`src/rtl/perceptron_update_ctrl_pkg.sv`:
```
// Shared perceptron constants, request struct and weight helpers (also used by
// the lookup-side adder tree).
package perceptron_update_ctrl_pkg;
  localparam int ENTRIES    = 64;
  localparam int IDX_W      = $clog2(ENTRIES);
  localparam int GHR_SIZE   = 12;
  localparam int HOB        = 3;
  localparam int LOB        = 8 - HOB;
  localparam int THETA      = 37;
  localparam int FIFO_DEPTH = 4;
  localparam int PTR_W      = $clog2(FIFO_DEPTH);
  localparam int W_W        = 8 * GHR_SIZE;
  localparam int HOB_W      = HOB * GHR_SIZE;
  localparam int LOB_W      = LOB * GHR_SIZE;

  typedef enum logic {ST_INIT, ST_RUN} state_t;

  typedef struct packed {
    logic [IDX_W-1:0]    idx;
    logic                taken;
    logic                miss;
    logic signed [9:0]   sum;
    logic [GHR_SIZE-1:0] ghr;
    logic [W_W-1:0]      weights;
  } upd_req_t;

  function automatic logic [7:0] sat8(input logic signed [9:0] v);
    if (v > 10'sd127)       return 8'h7f;
    else if (v < -10'sd128) return 8'h80;
    else                    return v[7:0];
  endfunction

  // 11-bit magnitude so that -512 does not wrap back to itself.
  function automatic logic [10:0] abs11(input logic signed [9:0] s);
    logic signed [10:0] x;
    x = {s[9], s};
    return x[10] ? 11'(-x) : 11'(x);
  endfunction

  function automatic logic [W_W-1:0] pack_w(input logic [HOB_W-1:0] h, input logic [LOB_W-1:0] l);
    logic [W_W-1:0] r;
    for (int i = 0; i < GHR_SIZE; i++) r[8*i +: 8] = {h[HOB*i +: HOB], l[LOB*i +: LOB]};
    return r;
  endfunction
endpackage

```
`src/rtl/perceptron_update_ctrl_if.sv`:
```
// Training-request channel from execute/branch-resolve into the update controller.
interface perceptron_update_ctrl_if;
  import perceptron_update_ctrl_pkg::*;
  logic     upd_valid;
  logic     upd_ready;
  upd_req_t upd_req;

  modport master (output upd_valid, output upd_req, input upd_ready);
  modport slave  (input upd_valid, input upd_req, output upd_ready);
endinterface

```
`src/rtl/perceptron_weight_update.sv`:
```
// Combinational perceptron rule for one table entry: w' = sat8(w +/- 1) per weight,
// plus the high bits of the saturated negation for the complement table.
module perceptron_weight_update
  import perceptron_update_ctrl_pkg::*;
(
  input  logic [W_W-1:0]      i_weights,
  input  logic [GHR_SIZE-1:0] i_ghr,
  input  logic                i_taken,
  output logic [HOB_W-1:0]    o_hob,
  output logic [HOB_W-1:0]    o_hob_c,
  output logic [LOB_W-1:0]    o_lob
);
  for (genvar g = 0; g < GHR_SIZE; g++) begin : g_w
    logic signed [9:0] w_sum, w_nsum;
    logic [7:0]        w_new, w_neg;
    assign w_sum  = {{2{i_weights[8*g+7]}}, i_weights[8*g +: 8]}
                  + ((i_taken == i_ghr[g]) ? 10'h001 : 10'h3ff);
    assign w_new  = sat8(w_sum);
    assign w_nsum = 10'h000 - {{2{w_new[7]}}, w_new};
    assign w_neg  = sat8(w_nsum);
    assign o_hob[HOB*g +: HOB]   = w_new[7:LOB];
    assign o_lob[LOB*g +: LOB]   = w_new[LOB-1:0];
    assign o_hob_c[HOB*g +: HOB] = w_neg[7:LOB];
  end
endmodule

```
`src/rtl/perceptron_update_ctrl.sv`:
```
// Owner of the shared weight-table write port: zero sweep after reset, then a
// queued training pipeline (pop/compute stage, registered write stage).
module perceptron_update_ctrl
  import perceptron_update_ctrl_pkg::*;
(
  input  logic                    clk,
  input  logic                    reset,
  input  logic                    i_stall,
  perceptron_update_ctrl_if.slave upd,
  output logic                    o_wr_en,
  output logic [IDX_W-1:0]        o_wr_addr,
  output logic [HOB_W-1:0]        o_wr_hob,
  output logic [HOB_W-1:0]        o_wr_hob_c,
  output logic [LOB_W-1:0]        o_wr_lob,
  output logic                    o_init_busy,
  output logic [31:0]             o_train_count,
  output logic [31:0]             o_skip_count
);
  state_t           r_state;
  logic [IDX_W-1:0] r_sweep;
  upd_req_t         r_fifo [FIFO_DEPTH];
  logic [PTR_W:0]   r_wptr, r_rptr;
  logic             r_wr_vld, r_wr_init;
  logic             w_full, w_empty, w_push, w_pop, w_train, w_fwd, w_wr_fire;
  upd_req_t         w_head;
  logic [W_W-1:0]   w_base;
  logic [HOB_W-1:0] w_hob, w_hob_c;
  logic [LOB_W-1:0] w_lob;

  assign w_empty       = (r_wptr == r_rptr);
  assign w_full        = (r_wptr[PTR_W] != r_rptr[PTR_W]) && (r_wptr[PTR_W-1:0] == r_rptr[PTR_W-1:0]);
  assign upd.upd_ready = (r_state == ST_RUN) && !w_full;
  assign w_push        = upd.upd_valid && upd.upd_ready;
  assign w_pop         = (r_state == ST_RUN) && !i_stall && !w_empty;
  assign w_head        = r_fifo[r_rptr[PTR_W-1:0]];
  assign w_train       = w_head.miss || (abs11(w_head.sum) <= 11'(THETA));

  // Sweep writes ignore stall; training writes wait it out in the write stage.
  assign w_wr_fire = r_wr_vld && (r_wr_init || !i_stall);
  assign o_wr_en   = w_wr_fire;

  // A pending write to the same entry is newer than the prediction-time snapshot.
  assign w_fwd  = r_wr_vld && !r_wr_init && (o_wr_addr == w_head.idx);
  assign w_base = w_fwd ? pack_w(o_wr_hob, o_wr_lob) : w_head.weights;

  perceptron_weight_update u_upd (
    .i_weights (w_base),
    .i_ghr     (w_head.ghr),
    .i_taken   (w_head.taken),
    .o_hob     (w_hob),
    .o_hob_c   (w_hob_c),
    .o_lob     (w_lob)
  );

  always_ff @(posedge clk) begin
    if (w_push) r_fifo[r_wptr[PTR_W-1:0]] <= upd.upd_req;
  end

  always_ff @(posedge clk) begin
    if (reset) begin
      r_state       <= ST_INIT;
      r_sweep       <= '0;
      r_wptr        <= '0;
      r_rptr        <= '0;
      r_wr_vld      <= 1'b0;
      r_wr_init     <= 1'b0;
      o_wr_addr     <= '0;
      o_wr_hob      <= '0;
      o_wr_hob_c    <= '0;
      o_wr_lob      <= '0;
      o_init_busy   <= 1'b1;
      o_train_count <= '0;
      o_skip_count  <= '0;
    end else begin
      if (w_wr_fire && !r_wr_init) o_train_count <= o_train_count + 32'd1;
      case (r_state)
        ST_INIT: begin
          r_wr_vld   <= 1'b1;
          r_wr_init  <= 1'b1;
          o_wr_addr  <= r_sweep;
          o_wr_hob   <= '0;
          o_wr_hob_c <= '0;
          o_wr_lob   <= '0;
          r_sweep    <= r_sweep + 1'b1;
          if (r_sweep == IDX_W'(ENTRIES - 1)) begin
            r_state     <= ST_RUN;
            o_init_busy <= 1'b0;
          end
        end
        ST_RUN: begin
          if (w_push) r_wptr <= r_wptr + 1'b1;
          if (w_pop) begin
            r_rptr    <= r_rptr + 1'b1;
            r_wr_vld  <= w_train;
            r_wr_init <= 1'b0;
            if (w_train) begin
              o_wr_addr  <= w_head.idx;
              o_wr_hob   <= w_hob;
              o_wr_hob_c <= w_hob_c;
              o_wr_lob   <= w_lob;
            end else begin
              o_skip_count <= o_skip_count + 32'd1;
            end
          end else if (w_wr_fire) begin
            r_wr_vld <= 1'b0;
          end
        end
        default: r_state <= ST_INIT;
      endcase
    end
  end
endmodule

```
`src/flat_wrapper.sv`:
```
// flat-port wrapper written by rule: the top's interface ports become plain ports
module perceptron_update_ctrl_flat import perceptron_update_ctrl_pkg::*;
  (clk, reset, i_stall, o_wr_en, o_wr_addr, o_wr_hob, o_wr_hob_c, o_wr_lob, o_init_busy, o_train_count, o_skip_count, upd_upd_valid, upd_upd_req, upd_upd_ready);
  perceptron_update_ctrl_if upd_i ();
  input  logic clk;
  input  logic reset;
  input  logic i_stall;
  output logic o_wr_en;
  output logic [IDX_W-1:0] o_wr_addr;
  output logic [HOB_W-1:0] o_wr_hob;
  output logic [HOB_W-1:0] o_wr_hob_c;
  output logic [LOB_W-1:0] o_wr_lob;
  output logic o_init_busy;
  output logic [31:0] o_train_count;
  output logic [31:0] o_skip_count;
  input wire logic [$bits(upd_i.upd_valid)-1:0] upd_upd_valid;
  input wire logic [$bits(upd_i.upd_req)-1:0] upd_upd_req;
  output wire logic [$bits(upd_i.upd_ready)-1:0] upd_upd_ready;
  assign upd_i.upd_valid = upd_upd_valid;
  assign upd_i.upd_req = upd_upd_req;
  assign upd_upd_ready = upd_i.upd_ready;
  perceptron_update_ctrl u_core (.clk(clk), .reset(reset), .i_stall(i_stall), .upd(upd_i), .o_wr_en(o_wr_en), .o_wr_addr(o_wr_addr), .o_wr_hob(o_wr_hob), .o_wr_hob_c(o_wr_hob_c), .o_wr_lob(o_wr_lob), .o_init_busy(o_init_busy), .o_train_count(o_train_count), .o_skip_count(o_skip_count));
endmodule
```
`config.mk`:
```
export PLATFORM = sky130hd
export DESIGN_NAME = perceptron_update_ctrl_flat
export DESIGN_NICKNAME = d
export VERILOG_FILES = /design/src/rtl/perceptron_update_ctrl_pkg.sv /design/src/rtl/perceptron_update_ctrl_if.sv /design/src/rtl/perceptron_weight_update.sv /design/src/rtl/perceptron_update_ctrl.sv /design/src/flat_wrapper.sv
export SDC_FILE = /design/constraint.sdc
export NUM_CORES = 1
export LEC_CHECK = 0
export ABC_AREA = 1
export CAP_MARGIN = 40
export CORE_MARGIN = 5
export CORE_UTILIZATION = 30
export DETAILED_ROUTE_END_ITERATION = 16
export PLACE_DENSITY = 0.43
export SYNTH_ARGS = -nofsm -noshare
export SYNTH_HDL_FRONTEND = slang
export SYNTH_SLANG_ARGS = --single-unit
```
`constraint.sdc`:
```
create_clock -name clk -period 9.5 [get_ports clk]
set_clock_uncertainty 0.1 [all_clocks]
set_input_delay 2.85 -clock clk [delete_from_list [all_inputs] [get_ports clk]]
set_output_delay 2.85 -clock clk [all_outputs]
set_load 0.05 [all_outputs]
```
==> results.sh, run 1 <==
export IMPL_synth_most_common_cell="nand2_1"
export IMPL_setup_violations=0
export IMPL_synth_seq_area_share_pct=53.67
export IMPL_fin_nets=4651
export IMPL_maxCapViolCount=0
export IMPL_initial_core_util_pct=30.26
export IMPL_worst_pin_slew_ns=0.9955
export IMPL_swShare_pct=21.20
export IMPL_synth_edf_count=504
export IMPL_relSlewSlack_pct=33.63
export IMPL_grt_max_degree=127
export IMPL_setup_tns_ns=0
export IMPL_core_area_um2=120300
export IMPL_placed_area_um2=41530
export IMPL_drt_pre_antenna_iters=5
export IMPL_min_period_ns=7.329
export IMPL_yosysTopAreaCell="edfxtp_1"
export IMPL_fmax_mhz=136.5
export IMPL_synthArstFlopShare_pct=0
export IMPL_netlist_cell_type_count=65
export IMPL_crit_path_start_kind="input port"
export IMPL_root_buffer="clkbuf_16"
export IMPL_clkPwrFrac_pct=50.0
export IMPL_whs_ns=0.3654
export IMPL_synthTopCellsByCount="nand2_1 (1303), edfxtp_1 (504), a21oi_1 (425)"
export IMPL_netlist_instances=4092
export IMPL_path_clk_slew_ns=0.06
export IMPL_cp_top_family="buffers and inverters"
export IMPL_numClockSinks=724
export IMPL_gp_congestion=0.7958
export IMPL_synthesis_nets=4351
export IMPL_yosysWarningCount=0
export IMPL_finalHoldViolCount=0
export IMPL_p_comb_share_pct=1.9
export IMPL_cts_buffers=88
export IMPL_seq_power_share_pct=48.2
export IMPL_ys_flop_type="edfxtp_1"
export IMPL_reg2reg_slack_ns=2.22
export IMPL_drc=0
export IMPL_rsz0062_at_grt="false"
export IMPL_min_path_type="flip-flop to flip-flop"
export IMPL_endpoint_kind="primary output"
export IMPL_grt_overflow=0
export IMPL_ant_nets=0
export IMPL_grt_use_met3_pct=4.337
export IMPL_insertion_delay_ns=0.66
export IMPL_area_growth_pct=22.41
export IMPL_numPortBuffers=334
export IMPL_grt_pass1_vias=28170
export IMPL_worstHoldPathCells=2
export IMPL_wl_um=120100
export IMPL_busiest_layer="met2"
export IMPL_wl_per_cell_um=19.72
export IMPL_antenna_found_initial=23
export IMPL_std_cell_rows=127
export IMPL_r2r_cells=33
export IMPL_dieHeight_um=358.3
export IMPL_clockBufferDepth=3
export IMPL_io_pins=335
export IMPL_drive_gt1_share_pct=8.326
export IMPL_yosysTopAreaCellShare_pct=41.57
export IMPL_cts_hold_buf=0
export IMPL_synth_area_leaders="edfxtp_1 (42%), nand2_1 (13%), dfxtp_1 (12%)"
export IMPL_dieWidth_um=358.3
export IMPL_critPathSlowestCell="clkdlybuf4s50_1"
export IMPL_switchingPower_mw=1.485
export IMPL_crit_fanout=4
export IMPL_synth_avg_cell_area_um2=8.896
export IMPL_cts_tree="yes"
export IMPL_worstPathArrival_ns=4.38
export IMPL_fillerInstances=12280
export IMPL_dp_hpwl_um=81260
export IMPL_drt_iter0_drc=1906
export IMPL_dieArea_um2=128400
export IMPL_path_class="input port to primary output"
export IMPL_internal_power_mw=5.521
export IMPL_met1_usage_pct=25.34
export IMPL_gr_usage_met2_pct=29.46
export IMPL_power_density_nw_per_um2=157.2
export IMPL_synth_area_um2=36400
export IMPL_peakVddDrop_mv=0.1267
export IMPL_grt_usage_pct=18.36
export IMPL_maxSlewViolCount=0
export IMPL_vias_per_cell=4.748
export IMPL_post_cts_repair_setup_buffers=0
export IMPL_p_leak_nw=17.01
export IMPL_final_period_utilization_pct=77.14
export IMPL_fin_area_um2=44560
export IMPL_grt_pass1_wl_um=179700
export IMPL_path_cells="clkdlybuf4s50_1, a21boi_0, clkdlybuf4s50_1"
export IMPL_cts_resized=0
export IMPL_htreeDepth=3
export IMPL_crit_buf_inv=2
export IMPL_status="finished clean"
export IMPL_hold_path_endpoint="u_core.o_wr_hob_c[27]"
export IMPL_max_stage_delay_ns=0.83
export IMPL_reg2reg_to="u_core.o_wr_hob_c[31]"
export IMPL_vias=28900
export IMPL_ys_ff_latch=724
export IMPL_worstPathRequired_ns=6.55
export IMPL_min_delay_start="u_core.o_wr_hob_c[27]"
export IMPL_crit_top_cell="clkdlybuf4s50_1"
[metrics by stage]
step	cells	setup slack [ns]	power (mW)	utilization (%)
2_1_floorplan	4092	0.4562	3.478	-
3_3_place_gp	5903	2.217	3.572	34.41
3_5_place_dp	5914	2.160	3.573	34.53
4_1_cts	6080	2.153	7.119	37.03
5_1_grt	6083	1.454	7.260	37.03
6_report	6088	2.171	7.006	37.05
[how the worst max path moves through the flow]
stage,depth (start not counted),to,slack (ns),startpoint
global route,31,u_core.o_wr_hob_c[31],1.45,flip-flop
global placement,3,o_wr_en,2.22,i_stall
floorplan,2,u_core.r_fifo[3][0],0.46,upd_upd_valid
finish,3,o_wr_en,2.17,i_stall
detailed placement,3,o_wr_en,2.16,i_stall
CTS,3,o_wr_en,2.15,i_stall
[tightest hold or removal path, cell delays in order, from the launching register on]
cell and delay (ns):
dfxtp_1 0.31, nand2_1 0.06, a21oi_1 0.05
[layout by cell type (no fill, tap or decap), types with 93 or more instances in the layout]
master / n
o21ai_0: 119
inv_1: 261
nand2_1: 1303
edfxtp_1: 504
nor2_1: 237
dfxtp_1: 218
ha_1: 117
nand3_1: 185
clkdlybuf4s50_1: 333
a21oi_1: 425
clkbuf_16: 93
[metal layers]
metal | wire length [um] | vias up
li1 | - | 14540
met1 | 56480 | 13690
met2 | 54080 | 532
met3 | 7506 | 133
met4 | 1902 | 12
met5 | 90 | -
[registers in the layout, summed over array words and instances (netlist names), named ones only]
register,cells
u_core.r_sweep,6
u_core.o_wr_addr,6
u_core.o_wr_lob,60
u_core.r_wr_vld,1
u_core.o_init_busy,1
u_core.r_state,1
u_core.r_fifo,504
u_core.o_wr_hob,36
u_core.r_wr_init,1
u_core.o_skip_count,32
u_core.o_wr_hob_c,36
u_core.o_train_count,32
u_core.r_wptr,3
u_core.r_rptr,3
[power by group through the flow]
stage | clock network [mW] | logic (mW) | registers [mW]
finish | 3.50 | 0.131 | 3.37
global route | 3.75 | 0.143 | 3.37
CTS | 3.61 | 0.134 | 3.37
detailed placement | 0 | 0.133 | 3.44
global placement | 0 | 0.132 | 3.44
floorplan | 0 | 0.0330 | 3.45
[kinds of logic after synthesis]
logic type / synth area share, %
flip-flops: 53.67
AO/OA/AOI/OAI: 11.92
adder cells (fa/ha/maj): 4.681
AND/OR/NAND/NOR: 23.11
XOR/XNOR: 1.708
buffers and inverters: 4.908
[layout make-up]
cell class / count / area, um^2 / area share (%)
antenna: 8 / 20.02 / 0.04492
inverter: 281 / 1075 / 2.412
sequential: 724 / 19550 / 43.86
clock inverter: 51 / 526.8 / 1.182
timing repair buffer: 379 / 3767 / 8.454
clock buffer: 115 / 2480 / 5.565
multi-input combinational: 2918 / 15130 / 33.95
tap: 1612 / 2017 / 4.526
No activity file was read; power rests on OpenSTA's default activity.
==> run 2, diff against run 1 <==
--- a/config.mk
+++ b/config.mk
@@ -10,7 +10,7 @@
 export CORE_MARGIN = 5
 export CORE_UTILIZATION = 30
 export DETAILED_ROUTE_END_ITERATION = 16
-export PLACE_DENSITY = 0.43
+export PLACE_DENSITY = 0.45
 export SYNTH_ARGS = -nofsm -noshare
 export SYNTH_HDL_FRONTEND = slang
 export SYNTH_SLANG_ARGS = --single-unit
==> constraint.sdc (replaced) <==
create_clock -name clk -period 6.6 [get_ports clk]
set_clock_uncertainty 0.1 [all_clocks]
set_input_delay 1.98 -clock clk [delete_from_list [all_inputs] [get_ports clk]]
set_output_delay 1.98 -clock clk [all_outputs]
set_load 0.05 [all_outputs]
==> run 2 against run 1 <==
Against the previous run: sequential share of layout area decreased by 0.11 points; first-iteration DRC count decreased by 4.5%; critical path depth increased by 24; sequential cell count unchanged; sequential power increased by 44%; global-route usage decreased by 0.13 points; register-to-register slack got worse by 1.5 ns; count of clock-buffer cells in the layout decreased by 10.
==> results.sh, run 2 (synthesized netlist as in run 1, its figures left out) <==
export IMPL_grt_pass1_wl_um=178400
export IMPL_grt_pass1_vias=28230
export IMPL_dieHeight_um=358.3
export IMPL_p_total_mw=10.04
export IMPL_worstPathRequired_ns=7.08
export IMPL_power_density_nw_per_um2=224.8
export IMPL_r2r_cells=27
export IMPL_largest_reg_flops=504
export IMPL_final_period_utilization_pct=89.85
export IMPL_crit_path_start_kind="flip-flop"
export IMPL_fmax_mhz=168.6
export IMPL_dp_hpwl_um=81420
export IMPL_clockBufferDepth=3
export IMPL_grt_overflow=0
export IMPL_rsz0062_at_grt="false"
export IMPL_min_period_ns=5.930
export IMPL_dieWidth_um=358.3
export IMPL_min_delay_start="u_core.o_skip_count[31]"
export IMPL_min_path_type="flip-flop to flip-flop"
export IMPL_initial_core_util_pct=30.26
export IMPL_gp_congestion=0.8474
export IMPL_fin_nets=4655
export IMPL_peakVddDrop_mv=0.1957
export IMPL_status="finished clean"
export IMPL_path_class="flip-flop to flip-flop"
export IMPL_drive_gt1_share_pct=8.279
export IMPL_cts_buffers=87
export IMPL_antenna_found_initial=14
export IMPL_grt_max_degree=131
export IMPL_wl_per_cell_um=19.62
export IMPL_dieArea_um2=128400
export IMPL_vias=29120
export IMPL_endpoint_kind="flip-flop"
export IMPL_final_instance_count_excl_fill=6087
export IMPL_vias_per_cell=4.784
export IMPL_area_growth_pct=22.72
export IMPL_htreeDepth=3
export IMPL_io_pins=335
export IMPL_relSlewSlack_pct=40.67
export IMPL_maxSlewViolCount=0
export IMPL_post_cts_repair_setup_buffers=0
export IMPL_drt_iter0_drc=1820
export IMPL_numPortBuffers=334
export IMPL_core_area_um2=120300
export IMPL_worst_slack_ns=0.6701
export IMPL_numClockSinks=724
export IMPL_worst_pin_slew_ns=0.8900
export IMPL_ant_nets=0
export IMPL_final_common_cell="nand2_1"
export IMPL_layout_common_cells="nand2_1 (1303), edfxtp_1 (504), a21oi_1 (425), clkdlybuf4s50_1 (333), inv_1 (261)"
export IMPL_insertion_delay_ns=0.66
export IMPL_drt_pre_antenna_iters=7
export IMPL_drc=0
export IMPL_setup_tns_ns=0
export IMPL_p_leak_nw=17.05
export IMPL_maxCapViolCount=0
export IMPL_setup_violations=0
export IMPL_std_cell_rows=127
export IMPL_finalHoldViolCount=0
export IMPL_root_buffer="clkbuf_16"
export IMPL_grt_usage_pct=18.23
export IMPL_placed_cells=5919
export IMPL_crit_fanout=40
export IMPL_cts_tree="yes"
export IMPL_worstHoldPathCells=2
export IMPL_utilization_pct=37.14
export IMPL_dp_slack_ns=0.5096
export IMPL_wl_um=119400
export IMPL_worstPathArrival_ns=6.41
export IMPL_path_clk_slew_ns=0.06
[run 2: cell count changes in the layout (fill, tap and decap cells not counted), sizes merged]
cell,previous run,this run
clkbuf,115,105
clkinvlp,8,6
bufinv,9,12
diode,8,6
buf,46,51
inv,285,283
clkinv,30,37
[run 2: worst max-delay path, cell delays in order, from the launching register on]
cell and delay, ns:
dfxtp_4 0.48, inv_8 0.28, buf_4 0.37, o21ai_0 0.18, buf_2 0.22, o22ai_2 0.15, buf_4 0.34, xor2_1 0.68
ha_1 0.40, a21oi_1 0.20, nor2_1 0.06, a21oi_1 0.14, nand3_2 0.12, o21a_1 0.26, nand2_1 0.31, nand2_1 0.21
ha_1 0.32, nor2_1 0.07, o21ai_0 0.08, a21oi_1 0.14, nand4_1 0.11, nor2_1 0.11, nand4_1 0.09, nand2_1 0.08
nor2_1 0.05, nand2_1 0.05, nand2_1 0.05, a21oi_1 0.15
[run 2: metrics by stage]
step / area (um^2) / hold WS, ns
2_1_floorplan: 36410 / 0.3430
3_3_place_gp: 41650 / 0.3550
3_5_place_dp: 41680 / 0.3584
4_1_cts: 44650 / 0.3680
5_1_grt: 44660 / 0.3918
6_report: 44670 / 0.3646
[run 2: layout make-up]
class | count | area [um^2]
multi-input cells | 2918 | 15130
diodes | 6 | 15.01
well taps | 1612 | 2017
clock inverters | 57 | 609.3
flip-flops and latches | 724 | 19550
repair buffers | 384 | 3918
inverters | 281 | 1080
fillers | 12180 | 75620
clock buffers | 105 | 2359
[run 2: layer usage]
metal  share of wire, %  vias to the layer above  global-route usage (%)
met2                 45                      577                   29.00
met3                5.8                      130                   4.084
met1                 47                    13870                   25.46
met4                2.0                        4                   4.106
met5              0.023                        -                       0
li1                   -                    14540                       -
[run 2: power breakdown]
part	switching [mW]	internal, mW
sequential	0.00403	4.85
clock	1.98	3.01
combinational	0.105	0.0862
[run 2: worst paths after layout]
path,endpoint,slack (ns)
setup reg to reg,u_core.o_wr_hob_c[28],0.67
hold reg to reg,u_core.o_skip_count[31],0.36
setup / recovery,u_core.o_wr_hob_c[28],0.67
hold / removal,u_core.o_skip_count[31],0.36
[run 2: what timing repair did]
item,CTS,global route
resized for setup,0,3
hold buffers,0,0
setup endpoints to repair,0,6
